File: config.mk
export PLATFORM = sky130hd
export DESIGN_NAME = sweep_check_ctrl
export DESIGN_NICKNAME = d
export VERILOG_FILES = /design/src/rtl/sweep_check_pkg.sv /design/src/rtl/gate_model.sv /design/src/rtl/sweep_check_ctrl.sv
export SDC_FILE = /design/constraint.sdc
export NUM_CORES = 1
export LEC_CHECK = 0
export CAP_MARGIN = 20
export CORE_UTILIZATION = 45
export DETAILED_ROUTE_END_ITERATION = 12
export PLACE_DENSITY_LB_ADDON = 0.05
export SLEW_MARGIN = 20
export SYNTH_ARGS = -nofsm -noshare
export SYNTH_HDL_FRONTEND = slang
export SYNTH_HIERARCHICAL = 1
export SYNTH_SLANG_ARGS = --single-unit
File: constraint.sdc
create_clock -name clk -period 2.55 [get_ports clk]
set_input_delay 0.255 -clock clk [delete_from_list [all_inputs] [get_ports clk]]
set_output_delay 0.255 -clock clk [all_outputs]
set_load 0.005 [all_outputs]
File: src/rtl/sweep_check_pkg.sv
// sweep_check_pkg: shared types, widths and the golden gate function for the sweep checker.
package sweep_check_pkg;
   localparam int VEC_W = 3;
   localparam int CNT_W = 4;
   typedef enum logic [1:0] {ST_IDLE, ST_SETTLE, ST_SAMPLE, ST_DONE} state_t;
   function automatic logic expected_d(input logic [VEC_W-1:0] v);
      return v[2] & v[1] & ~v[0];
   endfunction
endpackage

File: src/rtl/gate_model.sv
// gate_model: golden reference of the gate under test, d = a AND b AND NOT c.
module gate_model
   import sweep_check_pkg::*;
(
   input  logic a,
   input  logic b,
   input  logic c,
   output logic d
);
   assign d = expected_d({a, b, c});
endmodule

File: src/rtl/sweep_check_ctrl.sv
// sweep_check_ctrl: drives all 8 input vectors into a 3-input gate, settles, samples
// and compares its output against gate_model, reporting mismatch count and first failing vector.
module sweep_check_ctrl
   import sweep_check_pkg::*;
#(
   parameter int SETTLE = 2
) (
   input  logic             clk,
   input  logic             rst_n,
   input  logic             start,
   input  logic             abort,
   input  logic             dut_d,
   output logic             dut_a,
   output logic             dut_b,
   output logic             dut_c,
   output logic             busy,
   output logic             done,
   output logic             pass,
   output logic [CNT_W-1:0] err_count,
   output logic [VEC_W-1:0] first_err_vec
);
   state_t           state_q, state_d;
   logic [VEC_W-1:0] vec_q, vec_d, abc_q, abc_d, first_q, first_d;
   logic [CNT_W-1:0] cnt_q, cnt_d, err_q, err_d;
   logic             busy_q, busy_d, done_q, done_d, pass_q, pass_d;
   logic             exp_d, mismatch;

   gate_model u_gate (.a(vec_q[2]), .b(vec_q[1]), .c(vec_q[0]), .d(exp_d));

   assign mismatch = dut_d != exp_d;

   always_comb begin
      state_d = state_q;
      vec_d   = vec_q;
      cnt_d   = cnt_q;
      err_d   = err_q;
      first_d = first_q;
      pass_d  = pass_q;
      case (state_q)
         ST_IDLE: if (start) begin
            state_d = ST_SETTLE;
            vec_d   = '0;
            cnt_d   = '0;
            err_d   = '0;
            first_d = '0;
            pass_d  = 1'b0;
         end
         ST_SETTLE: begin
            state_d = abort ? ST_IDLE : (cnt_q == CNT_W'(SETTLE - 1)) ? ST_SAMPLE : ST_SETTLE;
            cnt_d   = cnt_q + 4'd1;
         end
         ST_SAMPLE: if (abort) state_d = ST_IDLE;
         else begin
            // first_err_vec latches only the earliest failing vector of the sweep
            err_d   = mismatch ? err_q + 4'd1 : err_q;
            first_d = (mismatch && err_q == '0) ? vec_q : first_q;
            cnt_d   = '0;
            if (vec_q == '1) begin
               state_d = ST_DONE;
               pass_d  = err_d == '0;
            end else begin
               state_d = ST_SETTLE;
               vec_d   = vec_q + 3'd1;
            end
         end
         default: state_d = ST_IDLE;
      endcase
      busy_d = state_d == ST_SETTLE || state_d == ST_SAMPLE;
      done_d = state_d == ST_DONE;
      abc_d  = busy_d ? vec_d : '0;
   end

   always_ff @(posedge clk or negedge rst_n) begin
      if (!rst_n) begin
         state_q <= ST_IDLE;
         vec_q   <= '0;
         cnt_q   <= '0;
         err_q   <= '0;
         first_q <= '0;
         pass_q  <= 1'b0;
         busy_q  <= 1'b0;
         done_q  <= 1'b0;
         abc_q   <= '0;
      end else begin
         state_q <= state_d;
         vec_q   <= vec_d;
         cnt_q   <= cnt_d;
         err_q   <= err_d;
         first_q <= first_d;
         pass_q  <= pass_d;
         busy_q  <= busy_d;
         done_q  <= done_d;
         abc_q   <= abc_d;
      end
   end

   assign {dut_a, dut_b, dut_c} = abc_q;
   assign busy          = busy_q;
   assign done          = done_q;
   assign pass          = pass_q;
   assign err_count     = err_q;
   assign first_err_vec = first_q;
endmodule

# After elaboration in Yosys (flattened, before gate mapping)
# Cells that the tools add are included.
[op_classes] n_addsub=3 mul=0 div_mod_pow=0 order_cmp=0 n_eq_ne=12 n_shift=0 mux=25 n_bitwise=3 n_reduce_logical=11
[op_table] op="$mux W3" count=7
[op_table] op="$mux W4" count=4
[op_table] op="$pmux W3 S2" count=2
[op_table] op="$pmux W4 S3" count=1
[op_table] op="$mux W2" count=5
[op_table] op="$add A4 B1 Y4 const B" count=2
[op_table] op="$logic_not A4 Y1" count=2
[op_table] op="$ne A2 B2 Y1 const B" count=4
[op_table] op="$pmux W4 S2" count=1
[op_table] op="$reduce_and A4 Y1" count=2
[op_table] op="$eq A2 B2 Y1 const B" count=3
[op_table] op="$pmux W2 S3" count=1
[op_table] op="$reduce_and A3 Y1" count=2
[op_table] op="$eq A2 B1 Y1 const B" count=2
[op_table] op="$eq A4 B1 Y1 const B" count=1
[op_table] op="$add A3 B1 Y3 const B" count=1
[op_table] op="$eq A3 B3 Y1 const B" count=1
[op_table] op="$mux W1" count=3
[op_table] op="$reduce_bool A3 Y1" count=1
[op_table] op="$and A1 B1 Y1" count=2
[op_table] op="$logic_not A2 Y1" count=1
[op_table] op="$pmux W1 S2" count=1
[op_table] op="$reduce_bool A2 Y1" count=1
[op_table] op="$logic_and A1 B1 Y1" count=1
[op_table] op="3 further kinds" count=3
[totals] reg_bits=22 latch_bits=0 mem_bits_rw=0 mem_bits_ro=0 out_inout_bits=13 word_cells=63 mem_count=0

# Depth between registers and ports, before layout
[logic_depth] word_depth=8 depth_mapped=7 depth_no_buf=7

# Modules after synthesis
# Netlist, hierarchy kept.
[by_module_without_submodules] module="sweep_check_ctrl" instances=1 cells_each=116 area_per_inst_um2=1154.9 seq_area_each_um2=550.5
[by_module_without_submodules] module="gate_model" instances=1 cells_each=1 area_per_inst_um2=8.8 seq_area_each_um2=0.0

# Least setup slack after synthesis
# No wires, ideal clock.
[synth_path] path_kind="register to register" startpoint="reg state_q[1]" endpoint="reg abc_q[0]" setup_ns=0.119 arrival_time_ns=1.458 required_ns=2.431 slack_ns=0.973 stages_incl_launch_ff=7 n_path_buf=2 period_less_slack_ns=1.577 cell_sequence="dfrtp_1 buf_2 clkbuf_1 mux2i_1 o21ai_0 ha_1 and2_1"
[synth_between] elab_chain_len=5 elab_cells_between_ends=10 classes_between="eq/ne: 4; mux: 4; reduce/logical: 2"
[synth_rtl] item="start: declaration" line="sweep_check_ctrl.sv:22" text="state_t state_q, state_d;"
[synth_rtl] item="start signal: assignment" line="sweep_check_ctrl.sv:85" text="state_q <= state_d;"
[synth_rtl] item="$eq A2 B2 Y1 (tied with other cells)" line="sweep_check_ctrl.sv:39" text="case (state_q)"
[synth_rtl] item="$pmux W2 S3 (*)" line="sweep_check_ctrl.sv:39"
[synth_rtl] item="net state_d[0]" line="sweep_check_ctrl.sv:22"
[synth_rtl] item="$eq A2 B1 Y1 or $eq A2 B2 Y1 (tied branches)" line="sweep_check_ctrl.sv:68" text="busy_d = state_d == ST_SETTLE || state_d == ST_SAMPLE;"
[synth_rtl] item="$logic_or A1 B1 Y1 (*)" line="sweep_check_ctrl.sv:68"
[synth_rtl] item="net busy_d" line="sweep_check_ctrl.sv:25" text="logic busy_q, busy_d, done_q, done_d, pass_q, pass_d;"
[synth_rtl] item="$mux W3 (*)" line="sweep_check_ctrl.sv:70" text="abc_d = busy_d ? vec_d : '0;"
[synth_rtl] item="net abc_d[0]" line="sweep_check_ctrl.sv:23" text="logic [VEC_W-1:0] vec_q, vec_d, abc_q, abc_d, first_q, first_d;"
[synth_rtl] item="end signal: assignment" line="sweep_check_ctrl.sv:83" text="abc_q <= '0;"
[synth_rtl] item="end signal: assignment" line="sweep_check_ctrl.sv:93" text="abc_q <= abc_d;"
[synth_rtl] item="end: declaration" line="sweep_check_ctrl.sv:23"
# Mark *: on every way through the listed nets, which the timed path passes. The rest lies on a longest branch.
# A chain may end at the register's enable or synchronous reset.

# Worst setup path in the final report
# Ends and elaborated chain as after synthesis.

==> flow_summary.yaml <==
sta:
  hold_violations: 0
  setup_viol: 0
  holdWs_ns: 0.2714
  fmax_mhz: 553.2
  rsz0062_at_grt: "no"
  clock_skew_ns: 0.0007553
  slew_headroom: 0.6280
  fin_crit_sh: 0.7088
  tightest_slew_ns: 0.5532
  slew_violations: 0
  setup_tns_ns: 0
  period_needed_ns: 1.808
routing:
  wl_met1_mm: 1.072
  drt_first_pass_iters: 4
  routed_via_density: 5.596
  wl_per_cell_um: 13.16
  routed.top_layer: "met4"
  vias: 929
  antenna_left: 0
  routed_wl_mm: 2.184
  first_iter_violations: 42
  route.met2.wl_um: 991
  met3WireLength_um: 105
  drc: 0
clocking:
  numCtsBuffers: 3
  cts_setup_buffers: 0
  clk_pin_slew_ns: 0.12
  cts.sinks: 22
  post_cts_resized: 0
  holdBufCountCts: 0
  h-tree-depth: 1
  clock_path_buffers: 2
  worstSkewPairLatency_ns: 0.31
  cts_root_buf: "clkbuf_4"
  cts_tree: "built"
power:
  power_frac_seq: 0.480
  comb_power_share: 0.255
  swShare: 0.3140
  ir_drop_mv: 0.4727
  p_int_uw: 688.2
  p_leak_uw: 0.0006281
  pwr-share-clk: 0.265
  p_per_area_nw_per_um2: 707.0
  total_power_uw: 1003
  switchingPower_uw: 315.0
floorplan:
  floorplan.die.height_um: 52.85
  die_area_um2: 2793
  coreArea_um2: 2455
  fp-row-count: 18
  start_util: 0.4740
  die_x_um: 52.85
  io_pins: 18
yosys:
  synth_top_area_cell: "dfrtp_1"
  synth_ff_type: "dfrtp_1"
  yosys-top-cells-count: "dfrtp_1, nand2_1, o21ai_0"
  yosysMostFrequentCell: "dfrtp_1"
  synth_top_area_share: 0.4731
  ys_types: 32
  async_flop_share: 1.000
  synth_edf_count: 0
  avgSynthCellArea_um2: 9.945
  yosysWarnings: 6
  mappedNetlistArea_um2: 1164
  ys_ff_latch: 22
  ys_seq_area_frac: 0.4731
  syn_nets: 128
  ys_top_cells_by_area: "dfrtp_1, ha_1, nand2_1"
  syn-instance-count: 117
placement:
  gp_congestion: 0.7757
  io_buffers: 17
  place_hpwl_mm: 1.624
  placed_area_um2: 1366
finish:
  postLayoutCoreUtil: 0.5780
  drive_above_1_share: 0.05882
  nets: 148
  antenna_cells: 0
  final_area_um2: 1419
  area_delta_synth_final_pct: 21.94
critical_path:
  ff2ff_setup_slack_ns: 0.74
  regToRegStartpoint: "state_q[1]"
  reg2reg_depth: 4
  cp_max_fo: 21
  critPathLaunchType: "register"
  startpoint: "state_q[1]"
  required_ns: 2.76
  path_class: "register to register"
  r2r_end: "abc_q[0]"
  critPathCaptureType: "register"
  cp.arrival_ns: 2.02
  crit_end: "abc_q[0]"
job:
  maxCapViolations: 0
global_route:
  antenna_found_initial: 0
  grt_pass1_vias: 832
  grt_use_total: 0.1900
  grt_pass1_wl_mm: 3.808
  grt_max_degree: 23
  overflow: 0
run_status:
  status: "complete, no violations"
min_path:
  hold_path_class: "input port to asynchronous set/reset pin"
==> cells in the final DEF, fill, tap and decap left out, types with 4 or more instances in the layout <==
cell and n:
mux2i_1 4, nand2b_1 4, a22o_1 4, o21ai_0 8, clkdlybuf4s50_1 17, nand3_1 7
a21oi_1 6, ha_1 6, dfrtp_1 22, nor2_1 4, inv_1 6, nand4_1 4
nand2_1 15
==> sequential cells by signal (all words and copies together), names as in the netlist <==
signal and count:
cnt_q 4, err_count 4, abc_q 3, first_err_vec 3, vec_q 3, state_q 2
busy 1, done 1, pass 1
==> final cells by class <==
cell class	count	area [um2]
fill	210	1036
multi-input combinational	86	578.1
sequential	22	550.5
timing repair buffer	18	177.7
tap	30	37.54
clock inverter	1	30.03
clock buffer	3	22.52
inverter	6	22.52
==> cells by family (layout without fill, tap and decap cells) <==
| logic type | count (synthesis) | after routing | share of synthesized area |
|---|---|---|---|
| buffers and inverters | 9 | 28 | 0.03010 |
| adder cells (fa/ha/maj) | 6 | 6 | 0.06451 |
| AO/OA/AOI/OAI | 28 | 28 | 0.1602 |
| XOR/XNOR | 3 | 3 | 0.02904 |
| multiplexers | 4 | 4 | 0.03441 |
| AND/OR/NAND/NOR | 45 | 45 | 0.2086 |
| flip-flops | 22 | 22 | 0.4731 |
==> worst max-delay path: stages, from the launching register on <==
cell     delay [ns]
dfrtp_1        0.60
or3b_1         0.50
o21ai_0        0.15
ha_1           0.31
and2_1         0.16
==> per-stage QoR <==
| stage | cells | worst slack [ns] |
|---|---|---|
| finish | 166 | 0.7425 |
| floorplan | 117 | 0.9735 |
| global placement | 162 | 0.6781 |
| global route | 166 | 0.5974 |
| CTS | 166 | 0.7357 |
| detailed placement | 162 | 0.6359 |
==> power by group through the flow <==
stage	Clock [uW]	Sequential, uW	Combinational, uW
after global routing	291	493	292
after CTS	278	481	258
after floorplan	0	446	207
after global placement	0	485	251
final	266	482	255
after detailed placement	0	488	257
==> worst min path at each step <==
stage	to	slack, ns
2_1_floorplan	abc_q[0]	-0.04
6_report	cnt_q[1]	0.27
4_1_cts	cnt_q[1]	0.27
5_1_grt	cnt_q[2]	0.31
3_3_place_gp	first_err_vec[2]	0.49
3_5_place_dp	first_err_vec[1]	0.51
==> layer usage <==
metal | global-route usage | vias up
li1 | - | 464
met1 | 0.2582 | 443
met2 | 0.2954 | 20
met3 | 0.05172 | 2
met4 | 0.05263 | 0
met5 | 0 | -
Power figures use the tool's default switching activity.
